==> src/rtl/npu_pkg.sv <==
// npu_pkg: shared defaults, FSM encoding and pipeline tag type for the npu MAC sequencer
package npu_pkg;
  localparam int NPU_DATA_WIDTH = 8;
  localparam int NPU_FRAC_BITS  = 5;
  localparam int MAC_LATENCY    = 2;
  typedef enum logic [1:0] {IDLE, ISSUE, DRAIN} state_t;
  typedef struct packed {
    logic start;
    logic last;
    logic valid;
  } tag_t;
endpackage

==> src/rtl/npu_mac_seq_if.sv <==
// npu_mac_seq_if: layer control, weight/activation read ports, MAC stream and result port of the sequencer
interface npu_mac_seq_if #(
  parameter int DW   = 8,
  parameter int W_AW = 7,
  parameter int A_AW = 4,
  parameter int R_AW = 3
);
  logic            start;
  logic            busy;
  logic            done;
  logic            w_rd_en;
  logic [W_AW-1:0] w_addr;
  logic [DW-1:0]   w_data;
  logic            a_rd_en;
  logic [A_AW-1:0] a_addr;
  logic [DW-1:0]   a_data;
  logic            mac_en;
  logic            start_p;
  logic            last_p;
  logic [DW-1:0]   weight_out;
  logic [DW-1:0]   act_out;
  logic [DW-1:0]   mac_out_in;
  logic            mac_valid_in;
  logic            mac_overflow_in;
  logic            res_we;
  logic [R_AW-1:0] res_addr;
  logic [DW-1:0]   res_data;
  logic            res_ovf;
  logic            any_ovf;
  modport master (
    input  start, w_data, a_data, mac_out_in, mac_valid_in, mac_overflow_in,
    output busy, done, w_rd_en, w_addr, a_rd_en, a_addr, mac_en, start_p, last_p,
           weight_out, act_out, res_we, res_addr, res_data, res_ovf, any_ovf
  );
  modport slave (
    output start, w_data, a_data, mac_out_in, mac_valid_in, mac_overflow_in,
    input  busy, done, w_rd_en, w_addr, a_rd_en, a_addr, mac_en, start_p, last_p,
           weight_out, act_out, res_we, res_addr, res_data, res_ovf, any_ovf
  );
endinterface

==> src/rtl/npu_tag_pipe.sv <==
// npu_tag_pipe: fixed-depth shift register aligning {start,last,valid} element tags with downstream latency
module npu_tag_pipe
  import npu_pkg::*;
#(
  parameter int DEPTH = 1
) (
  input  logic clk,
  input  logic rst,
  input  tag_t d,
  output tag_t q
);
  tag_t pipe [DEPTH];
  always_ff @(posedge clk or posedge rst)
    if (rst) for (int i = 0; i < DEPTH; i++) pipe[i] <= '0;
    else begin
      pipe[0] <= d;
      for (int i = 1; i < DEPTH; i++) pipe[i] <= pipe[i-1];
    end
  assign q = pipe[DEPTH-1];
endmodule

==> src/rtl/npu_mac_seq.sv <==
// npu_mac_seq: dense-layer sequencer streaming weight/activation pairs into npu_mac and writing one result per neuron
module npu_mac_seq
  import npu_pkg::*;
#(
  parameter int DATA_WIDTH  = NPU_DATA_WIDTH,
  parameter int VEC_LEN     = 16,
  parameter int NUM_NEURONS = 8,
  parameter int W_AW = (VEC_LEN * NUM_NEURONS > 1) ? $clog2(VEC_LEN * NUM_NEURONS) : 1,
  parameter int A_AW = (VEC_LEN > 1) ? $clog2(VEC_LEN) : 1,
  parameter int R_AW = (NUM_NEURONS > 1) ? $clog2(NUM_NEURONS) : 1
) (
  input logic           clk,
  input logic           rst,
  npu_mac_seq_if.master bus
);
  localparam logic [W_AW-1:0] W_LAST = W_AW'(VEC_LEN * NUM_NEURONS - 1);
  localparam logic [A_AW-1:0] K_LAST = A_AW'(VEC_LEN - 1);
  localparam logic [R_AW-1:0] R_LAST = R_AW'(NUM_NEURONS - 1);
  state_t                state, state_n;
  logic [A_AW-1:0]       k;
  logic [W_AW-1:0]       w_cnt;
  logic [R_AW-1:0]       r_cnt, res_addr;
  logic [DATA_WIDTH-1:0] res_data;
  logic                  busy, issue, accept, take, ovf_acc, ovf_cur;
  logic                  res_we, res_ovf, any_ovf, done;
  tag_t                  tag_i, tag_m, tag_o;
  assign busy   = state != IDLE;
  assign issue  = state == ISSUE;
  assign accept = state == IDLE && bus.start;
  assign take   = busy && bus.mac_valid_in;
  assign tag_i  = {issue && k == '0, issue && k == K_LAST, issue};
  npu_tag_pipe #(.DEPTH(1)) mem_align (.clk(clk), .rst(rst), .d(tag_i), .q(tag_m));
  npu_tag_pipe #(.DEPTH(MAC_LATENCY)) ovf_align (.clk(clk), .rst(rst), .d(tag_m), .q(tag_o));
  // the delayed start tag opens a neuron's overflow window; its own step flag is the first term
  assign ovf_cur = tag_o.start ? bus.mac_overflow_in : ovf_acc | (tag_o.valid & bus.mac_overflow_in);
  always_comb
    state_n = accept ? ISSUE
            : (issue && w_cnt == W_LAST) ? DRAIN
            : (state == DRAIN && done) ? IDLE
            : state;
  always_ff @(posedge clk or posedge rst)
    if (rst) state <= IDLE;
    else state <= state_n;
  always_ff @(posedge clk or posedge rst)
    if (rst) begin
      k        <= '0;
      w_cnt    <= '0;
      r_cnt    <= '0;
      ovf_acc  <= 1'b0;
      res_we   <= 1'b0;
      res_addr <= '0;
      res_data <= '0;
      res_ovf  <= 1'b0;
      any_ovf  <= 1'b0;
      done     <= 1'b0;
    end else begin
      if (issue) begin
        k     <= k == K_LAST ? '0 : k + 1'b1;
        w_cnt <= w_cnt == W_LAST ? '0 : w_cnt + 1'b1;
      end
      ovf_acc <= ovf_cur & ~tag_o.last;
      res_we  <= take;
      done    <= take && r_cnt == R_LAST;
      if (take) begin
        res_addr <= r_cnt;
        res_data <= bus.mac_out_in;
        res_ovf  <= ovf_cur;
        r_cnt    <= r_cnt == R_LAST ? '0 : r_cnt + 1'b1;
      end
      any_ovf <= accept ? 1'b0 : take ? any_ovf | ovf_cur : any_ovf;
    end
  assign bus.busy       = busy;
  assign bus.done       = done;
  assign bus.w_rd_en    = issue;
  assign bus.w_addr     = w_cnt;
  assign bus.a_rd_en    = issue;
  assign bus.a_addr     = k;
  assign bus.mac_en     = tag_m.valid;
  assign bus.start_p    = tag_m.start;
  assign bus.last_p     = tag_m.last;
  assign bus.weight_out = bus.w_data;
  assign bus.act_out    = bus.a_data;
  assign bus.res_we     = res_we;
  assign bus.res_addr   = res_addr;
  assign bus.res_data   = res_data;
  assign bus.res_ovf    = res_ovf;
  assign bus.any_ovf    = any_ovf;
endmodule

==> src/flat_wrapper.sv <==
// flat-port wrapper written by rule: the top's interface ports become plain ports
module npu_mac_seq_flat import npu_pkg::*;
#(
  parameter int DATA_WIDTH  = NPU_DATA_WIDTH,
  parameter int VEC_LEN     = 16,
  parameter int NUM_NEURONS = 8,
  parameter int W_AW = (VEC_LEN * NUM_NEURONS > 1) ? $clog2(VEC_LEN * NUM_NEURONS) : 1,
  parameter int A_AW = (VEC_LEN > 1) ? $clog2(VEC_LEN) : 1,
  parameter int R_AW = (NUM_NEURONS > 1) ? $clog2(NUM_NEURONS) : 1
)
  (clk, rst, bus_start, bus_w_data, bus_a_data, bus_mac_out_in, bus_mac_valid_in, bus_mac_overflow_in, bus_busy, bus_done, bus_w_rd_en, bus_w_addr, bus_a_rd_en, bus_a_addr, bus_mac_en, bus_start_p, bus_last_p, bus_weight_out, bus_act_out, bus_res_we, bus_res_addr, bus_res_data, bus_res_ovf, bus_any_ovf);
  npu_mac_seq_if #(.DW(8), .W_AW(W_AW), .A_AW(A_AW), .R_AW(R_AW)) bus_i ();
  input logic clk;
  input logic rst;
  input wire logic [$bits(bus_i.start)-1:0] bus_start;
  input wire logic [$bits(bus_i.w_data)-1:0] bus_w_data;
  input wire logic [$bits(bus_i.a_data)-1:0] bus_a_data;
  input wire logic [$bits(bus_i.mac_out_in)-1:0] bus_mac_out_in;
  input wire logic [$bits(bus_i.mac_valid_in)-1:0] bus_mac_valid_in;
  input wire logic [$bits(bus_i.mac_overflow_in)-1:0] bus_mac_overflow_in;
  output wire logic [$bits(bus_i.busy)-1:0] bus_busy;
  output wire logic [$bits(bus_i.done)-1:0] bus_done;
  output wire logic [$bits(bus_i.w_rd_en)-1:0] bus_w_rd_en;
  output wire logic [$bits(bus_i.w_addr)-1:0] bus_w_addr;
  output wire logic [$bits(bus_i.a_rd_en)-1:0] bus_a_rd_en;
  output wire logic [$bits(bus_i.a_addr)-1:0] bus_a_addr;
  output wire logic [$bits(bus_i.mac_en)-1:0] bus_mac_en;
  output wire logic [$bits(bus_i.start_p)-1:0] bus_start_p;
  output wire logic [$bits(bus_i.last_p)-1:0] bus_last_p;
  output wire logic [$bits(bus_i.weight_out)-1:0] bus_weight_out;
  output wire logic [$bits(bus_i.act_out)-1:0] bus_act_out;
  output wire logic [$bits(bus_i.res_we)-1:0] bus_res_we;
  output wire logic [$bits(bus_i.res_addr)-1:0] bus_res_addr;
  output wire logic [$bits(bus_i.res_data)-1:0] bus_res_data;
  output wire logic [$bits(bus_i.res_ovf)-1:0] bus_res_ovf;
  output wire logic [$bits(bus_i.any_ovf)-1:0] bus_any_ovf;
  assign bus_i.start = bus_start;
  assign bus_i.w_data = bus_w_data;
  assign bus_i.a_data = bus_a_data;
  assign bus_i.mac_out_in = bus_mac_out_in;
  assign bus_i.mac_valid_in = bus_mac_valid_in;
  assign bus_i.mac_overflow_in = bus_mac_overflow_in;
  assign bus_busy = bus_i.busy;
  assign bus_done = bus_i.done;
  assign bus_w_rd_en = bus_i.w_rd_en;
  assign bus_w_addr = bus_i.w_addr;
  assign bus_a_rd_en = bus_i.a_rd_en;
  assign bus_a_addr = bus_i.a_addr;
  assign bus_mac_en = bus_i.mac_en;
  assign bus_start_p = bus_i.start_p;
  assign bus_last_p = bus_i.last_p;
  assign bus_weight_out = bus_i.weight_out;
  assign bus_act_out = bus_i.act_out;
  assign bus_res_we = bus_i.res_we;
  assign bus_res_addr = bus_i.res_addr;
  assign bus_res_data = bus_i.res_data;
  assign bus_res_ovf = bus_i.res_ovf;
  assign bus_any_ovf = bus_i.any_ovf;
  npu_mac_seq #(.DATA_WIDTH(DATA_WIDTH), .VEC_LEN(VEC_LEN), .NUM_NEURONS(NUM_NEURONS), .W_AW(W_AW), .A_AW(A_AW), .R_AW(R_AW)) u_core (.clk(clk), .rst(rst), .bus(bus_i));
endmodule
==> config.mk <==
export PLATFORM = sky130hd
export DESIGN_NAME = npu_mac_seq_flat
export DESIGN_NICKNAME = d
export VERILOG_FILES = /design/src/rtl/npu_pkg.sv /design/src/rtl/npu_mac_seq_if.sv /design/src/rtl/npu_tag_pipe.sv /design/src/rtl/npu_mac_seq.sv /design/src/flat_wrapper.sv
export SDC_FILE = /design/constraint.sdc
export NUM_CORES = 1
export LEC_CHECK = 0
export CELL_PAD_IN_SITES_DETAIL_PLACEMENT = 1
export CELL_PAD_IN_SITES_GLOBAL_PLACEMENT = 1
export CORE_MARGIN = 2
export CORE_UTILIZATION = 34
export DETAILED_ROUTE_END_ITERATION = 8
export GPL_TIMING_DRIVEN = 0
export HOLD_SLACK_MARGIN = 0.12
export PLACE_DENSITY = 0.93
export SLEW_MARGIN = 20
export SYNTH_ARGS = -nofsm -noshare
export SYNTH_HDL_FRONTEND = slang
export SYNTH_SLANG_ARGS = --single-unit
==> constraint.sdc <==
create_clock -name clk -period 3.9 [get_ports clk]
set_input_delay 0.78 -clock clk [delete_from_list [all_inputs] [get_ports clk]]
set_output_delay 0.78 -clock clk [all_outputs]
set_load 0.05 [all_outputs]
[After elaboration in Yosys (flattened, before gate mapping)]
Index checks and enable logic that the tools add are counted.
Storage, ports and cells
  register bits after elaboration: 41
  input port bits: 29
  word-level logic and storage cells: 54
Operators by class
  add/subtract/negate cells: 3
  equal/unequal tests: 5
  mux-type cells: 9
  bitwise logic cells: 5
  reductions and logical operators: 12
Operator list (number)
  adder 7 x 1 -> 7 bit, second input constant: 1
  == test 7 bit, second input constant: 1
  logical AND 1 bit: 7
  two-way mux 7 bit: 1
  two-way mux 2 bit: 3
  adder 4 x 1 -> 4 bit, second input constant: 1
  == test 4 bit, second input constant: 1
  logical NOT 4 bit: 1
  two-way mux 4 bit: 1
  nonzero test 2 bit: 2
  adder 3 x 1 -> 3 bit, second input constant: 1
  == test 3 bit, second input constant: 1
  two-way mux 1 bit: 3
  two-way mux 3 bit: 1
  nonzero test 3 bit: 1
  AND 1 bit: 2
  == test 2 x 1 -> 1 bit, second input constant: 1
  == test 2 bit, second input constant: 1
  logical NOT 2 bit: 1
  bitwise OR 1 bit: 2
  NOT 1 bit: 1

[Logic depth before layout (Yosys ltp)]
  word-level depth: 6
  mapped depth: 5

[Hierarchy]
From an unflattened synthesis, not the netlist that was laid out.
Unflattened totals
  cell total of the unflattened synthesis: 151
  area, all modules: 1770.4 um^2
By module, submodules not included
  npu_mac_seq: instances 1, cells each 137, area an instance 1515.2 um^2, sequential area each 800.8 um^2
  npu_tag_pipe at u_core.ovf_align: instances 1, cells each 10, area an instance 176.4 um^2, sequential area each 150.1 um^2
  npu_tag_pipe at u_core.mem_align: instances 1, cells each 4, area an instance 78.8 um^2, sequential area each 75.1 um^2

[Least setup slack after synthesis]
Ideal clock, no wire load.
  kind: flip-flop to output port
  from: reg u_core.state[1]
  to: out bus_w_rd_en
  arrival: 1.169 ns
  data required time: 3.120 ns
  path slack: 1.951 ns
  stages on the path, launching flop included: 5
  path buffers: 2
  path through: dfrtp_1 nand2b_4 inv_1 buf_2 buf_4
On the way
  cells in the longest elaborated chain, start to end: 1
RTL lines
  from (decl): RTL line npu_mac_seq.sv:19  | state_t state, state_n;
  from (signal assigned): RTL line npu_mac_seq.sv:43  | else state <= state_n;
  == test 2 x 1 -> 1 bit: RTL line npu_mac_seq.sv:28  | assign issue = state == ISSUE;
  to (decl): RTL line flat_wrapper.sv:23  | output wire logic [$bits(bus_i.w_rd_en)-1:0] bus_w_rd_en;
No other way between the ends.

[Worst setup path after layout]
Same ends and word-level chain as after synthesis.

==> run summary <==
The mux share of post-synthesis cell area is 8.262%. The total number of yosys warnings is 0. Across the routed clock network, the largest skew measured is 0.005512 ns. After technology mapping, the gate count stands at 147. The final count of hold timing violations is 0. In this run the tightest slew margin relative to its limit is 65.60%.

The fill cell instance count of the final layout came out at 546. The number of sinks on the clock net is 41. The area of the core came out at 5042 um2. The measured slew at the worst slew-check pin is 0.5143 ns. Pin placement for this block handled 77 I/O pins. The flow ran to the end, and the final reports show no timing, DRC or antenna violations. STA classifies the critical path endpoint as an output port.

The cell area that synthesis handed to floorplanning was 1757 um2. The number of antenna violations at the first check in global routing came out at 0. The fraction of synthesized cell area in xor and xnor cells came out at 1.994%. Port buffering added 60 buffers.

The clock transition at the register clock pins on the worst setup and hold paths after CTS came out at 0.08 ns. The sequential cell area fraction in the yosys report came out at 58.40%. By area, the combinational part of the netlist is dominated by buffers and inverters. The final antenna-violating net count is 0. The final route contains 1,300 vias.

The level count of the clock H-tree is 2. The static leakage is 1.092 nW. The area of placed instances came out at 2472 um2.

The maximum clock frequency came out at 0.3490 GHz. Relative to the synthesized area, the layout overhead comes to 45.73%. The starting DRC count in detailed routing came out at 63. The proportion of register bits with asynchronous set or reset after synthesis came out at 100.0%. The weighted congestion at the end of routability-driven global placement is 0.7930. The number of enable flip-flop cells after synthesis came out at 0. The power per standard cell area is 408.9 nW/um2. The maximum number of buffers from clock root to sink is 2. The number of gates resized after CTS was 0.

The total global routing track utilization is 13.84%. The number of antenna diodes in the final layout is 0. The clock network latency to the later pin of the worst-skew pair is 0.29 ns.

The worst supply voltage drop on vdd is 0.0001371 V. The share of synthesized cell area in full adder, half adder and majority cells came out at 3.561%. The first global-routing pass estimated 5809 um of wire. The number of buffers added by the clock tree synthesis step is 5. The dominant register cell in the synthesized netlist is sky130_fd_sc_hd__dfrtp_1. The effective utilization at floorplan came out at 34.84%. The count of hold-fix buffers inserted at cts is 0.

The final period demand of the worst path is 2.865 ns. The global route total overflow came out at 0. The post-synthesis net count is 181. The number of storage elements in the synthesis netlist came out at 41. The worst setup path is launched from a flop. The maximum number of pins on one net before global-route repair is 23.

The die is 75.88 um wide. The number of search-and-repair iterations in the first detailed-routing pass came out at 4. The total wirelength of the detailed-routed design came out at 3803 um. The required time of the critical path came out at 3.12 ns. A synthesized cell averages 11.95 um2. The net total in the final layout came out at 249. After routing the design area is 2560 um2. The number of max-slew violations in the final report was 0. The type of the worst min-delay path is reg2reg. The total negative slack is 0 ns. In the routed layout, each cell is associated on average with a via count of 4.545. The signal arrival time at the worst endpoint is 2.09 ns. The number of global-route vias before repair is 1,261. Once the clock tree was built, the setup fixing pass inserted 0 buffers. The simple logic cell fraction of the synthesized area came out at 9.188%.

Along the worst path, the maximum fanout reaches 12. In the final routed layout, each cell accounts on average for 13.30 um. The remaining design rule violation count is 0. The die outline height is 75.88 um.

The ratio of final minimum period to clock period is 73.47%. The share of final-layout standard cells stronger than drive strength 1 is 20.37%. Detailed placement ended at an HPWL of 2903 um. Setup repair after global routing left no endpoint under its margin. The critical path is of the reg2out type. The synthesized netlist devotes 7.550% of its cell area to compound gates. Max-cap violations in this run came to 0. The number of setup violations in the final report is 0. TritonCTS built the clock tree.

The count of cell types in the netlist is 30. The die area is 5758 um2. The number of placement rows is 26.

The tree is rooted in a sky130_fd_sc_hd__clkbuf_8.
==> sequential cells by signal, indices dropped and copies added (netlist names) <==
signal,count
u_core.ovf_acc,1
u_core.r_cnt,3
u_core.bus.done,1
u_core.bus.any_ovf,1
u_core.bus.res_addr,3
u_core.bus.res_we,1
u_core.bus.res_ovf,1
u_core.bus.res_data,8
u_core.ovf_align.pipe,3
u_core.ovf_align.q,3
u_core.mem_align.q,3
u_core.bus.w_addr,7
u_core.bus.a_addr,4
u_core.state,2
==> per-stage QoR <==
| step | util (%) | cells | hold WS [ns] | total power [W] | setup WS [ns] |
|---|---|---|---|---|---|
| 2_1_floorplan | - | 147 | 0.3312 | 0.0006829 | 1.951 |
| 3_3_place_gp | 48.49 | 277 | 0.3340 | 0.0007699 | 1.308 |
| 3_5_place_dp | 49.03 | 278 | 0.3358 | 0.0007901 | 1.351 |
| 4_1_cts | 50.77 | 286 | 0.3565 | 0.001069 | 1.009 |
| 5_1_grt | 50.77 | 286 | 0.3635 | 0.001102 | 0.9392 |
| 6_report | 50.77 | 286 | 0.3545 | 0.001047 | 1.035 |
==> worst paths after layout <==
path | cells past startpoint | to | start | slack, ns
min in group asynchronous | 2 | u_core.mem_align.q[0] | rst | 0.83
hold reg to reg | 0 | u_core.ovf_align.q[1] | u_core.ovf_align.pipe[4] | 0.35
max in group asynchronous | 3 | u_core.bus.res_addr[1] | rst | 2.59
hold / removal | 0 | u_core.ovf_align.q[1] | u_core.ovf_align.pipe[4] | 0.35
setup reg to reg | 4 | u_core.bus.w_addr[3] | u_core.bus.w_addr[0] | 2.47
setup / recovery | 5 | bus_w_rd_en | u_core.state[1] | 1.03
==> cell usage in the layout (no fill, tap or decap) <==
| cell | n |
|---|---|
| sky130_fd_sc_hd__clkdlybuf4s50_1 | 60 |
| sky130_fd_sc_hd__clkinvlp_4 | 2 |
| sky130_fd_sc_hd__ha_1 | 5 |
| sky130_fd_sc_hd__o2bb2ai_1 | 1 |
| sky130_fd_sc_hd__buf_4 | 17 |
| sky130_fd_sc_hd__a21o_2 | 1 |
| sky130_fd_sc_hd__nand2b_4 | 1 |
| sky130_fd_sc_hd__dfrtp_1 | 41 |
| sky130_fd_sc_hd__xor2_1 | 1 |
| sky130_fd_sc_hd__clkbuf_8 | 6 |
| sky130_fd_sc_hd__xnor2_1 | 3 |
| sky130_fd_sc_hd__nand4_1 | 3 |
| sky130_fd_sc_hd__nor4b_1 | 1 |
| sky130_fd_sc_hd__buf_16 | 1 |
| sky130_fd_sc_hd__o31ai_1 | 2 |
| sky130_fd_sc_hd__inv_2 | 1 |
| sky130_fd_sc_hd__buf_2 | 3 |
| sky130_fd_sc_hd__or3_1 | 1 |
| sky130_fd_sc_hd__nand3_1 | 5 |
| sky130_fd_sc_hd__mux2i_1 | 1 |
| sky130_fd_sc_hd__o21ai_0 | 9 |
| sky130_fd_sc_hd__nor3_1 | 4 |
| sky130_fd_sc_hd__o22a_1 | 1 |
| sky130_fd_sc_hd__o21a_1 | 1 |
| sky130_fd_sc_hd__nand2_1 | 12 |
| sky130_fd_sc_hd__mux2_2 | 12 |
| sky130_fd_sc_hd__inv_1 | 9 |
| sky130_fd_sc_hd__nor2_1 | 3 |
| sky130_fd_sc_hd__nand2b_1 | 1 |
| sky130_fd_sc_hd__a21o_1 | 1 |
| sky130_fd_sc_hd__and2_1 | 1 |
| sky130_fd_sc_hd__a211oi_1 | 1 |
| sky130_fd_sc_hd__clkbuf_1 | 1 |
| sky130_fd_sc_hd__a21oi_1 | 3 |
| sky130_fd_sc_hd__a22o_1 | 1 |
==> per-layer routing <==
metal / routed length [um] / vias up / GRT usage, %
li1: - / 614 / -
met1: 1571 / 633 / 15.86
met2: 1887 / 48 / 23.95
met3: 311 / 5 / 4.497
met4: 31 / 0 / 5.263
met5: 0 / - / 0
==> cell usage after synthesis, types with 2 or more instances <==
| master | number | area [um2] |
|---|---|---|
| sky130_fd_sc_hd__nand3_1 | 5 | 25.02 |
| sky130_fd_sc_hd__buf_2 | 3 | 15.01 |
| sky130_fd_sc_hd__mux2_2 | 12 | 135.1 |
| sky130_fd_sc_hd__nor3_1 | 4 | 20.02 |
| sky130_fd_sc_hd__dfrtp_1 | 41 | 1026 |
| sky130_fd_sc_hd__nand4_1 | 3 | 18.77 |
| sky130_fd_sc_hd__a21oi_1 | 3 | 15.01 |
| sky130_fd_sc_hd__ha_1 | 5 | 62.56 |
| sky130_fd_sc_hd__buf_4 | 17 | 127.6 |
| sky130_fd_sc_hd__inv_1 | 10 | 37.54 |
| sky130_fd_sc_hd__o21ai_0 | 9 | 45.04 |
| sky130_fd_sc_hd__xnor2_1 | 3 | 26.28 |
| sky130_fd_sc_hd__o31ai_1 | 2 | 15.01 |
| sky130_fd_sc_hd__nand2_1 | 12 | 45.04 |
| sky130_fd_sc_hd__nor2_1 | 3 | 11.26 |
==> critical path: stages (launching register included) <==
cell	delay [ns]
sky130_fd_sc_hd__dfrtp_1	0.42
sky130_fd_sc_hd__nand2b_4	0.16
sky130_fd_sc_hd__inv_1	0.06
sky130_fd_sc_hd__buf_2	0.23
sky130_fd_sc_hd__buf_4	0.14
sky130_fd_sc_hd__clkdlybuf4s50_1	0.78
==> cells by family (layout without fill, tap and decap cells) <==
kind of cell / count (synthesis) / count (layout)
flops: 41 / 41
simple gates: 32 / 32
buf+inv: 31 / 100
compound gates: 21 / 21
mux: 13 / 13
fa+ha+maj: 5 / 5
xor+xnor: 4 / 4
==> layout make-up <==
type | count | area, um2 | area share, %
flip-flops and latches | 41 | 1026 | 40.08
repair buffers | 61 | 628.1 | 24.54
multi-input cells | 75 | 536.8 | 20.97
plain buffers | 21 | 156.4 | 6.109
well taps | 70 | 87.58 | 3.421
clock buffers | 6 | 72.57 | 2.835
inverters | 10 | 37.54 | 1.466
clock inverters | 2 | 15.01 | 0.5865
==> power breakdown <==
group | internal [W] | switching (W) | total (W)
clock network | 0.000126 | 0.000146 | 0.000272
logic | 0.000116 | 0.000172 | 0.000288
registers | 0.000463 | 0.0000241 | 0.000487
total | 0.000706 | 0.000341 | 0.00105
(Power assumes the default switching activity.)
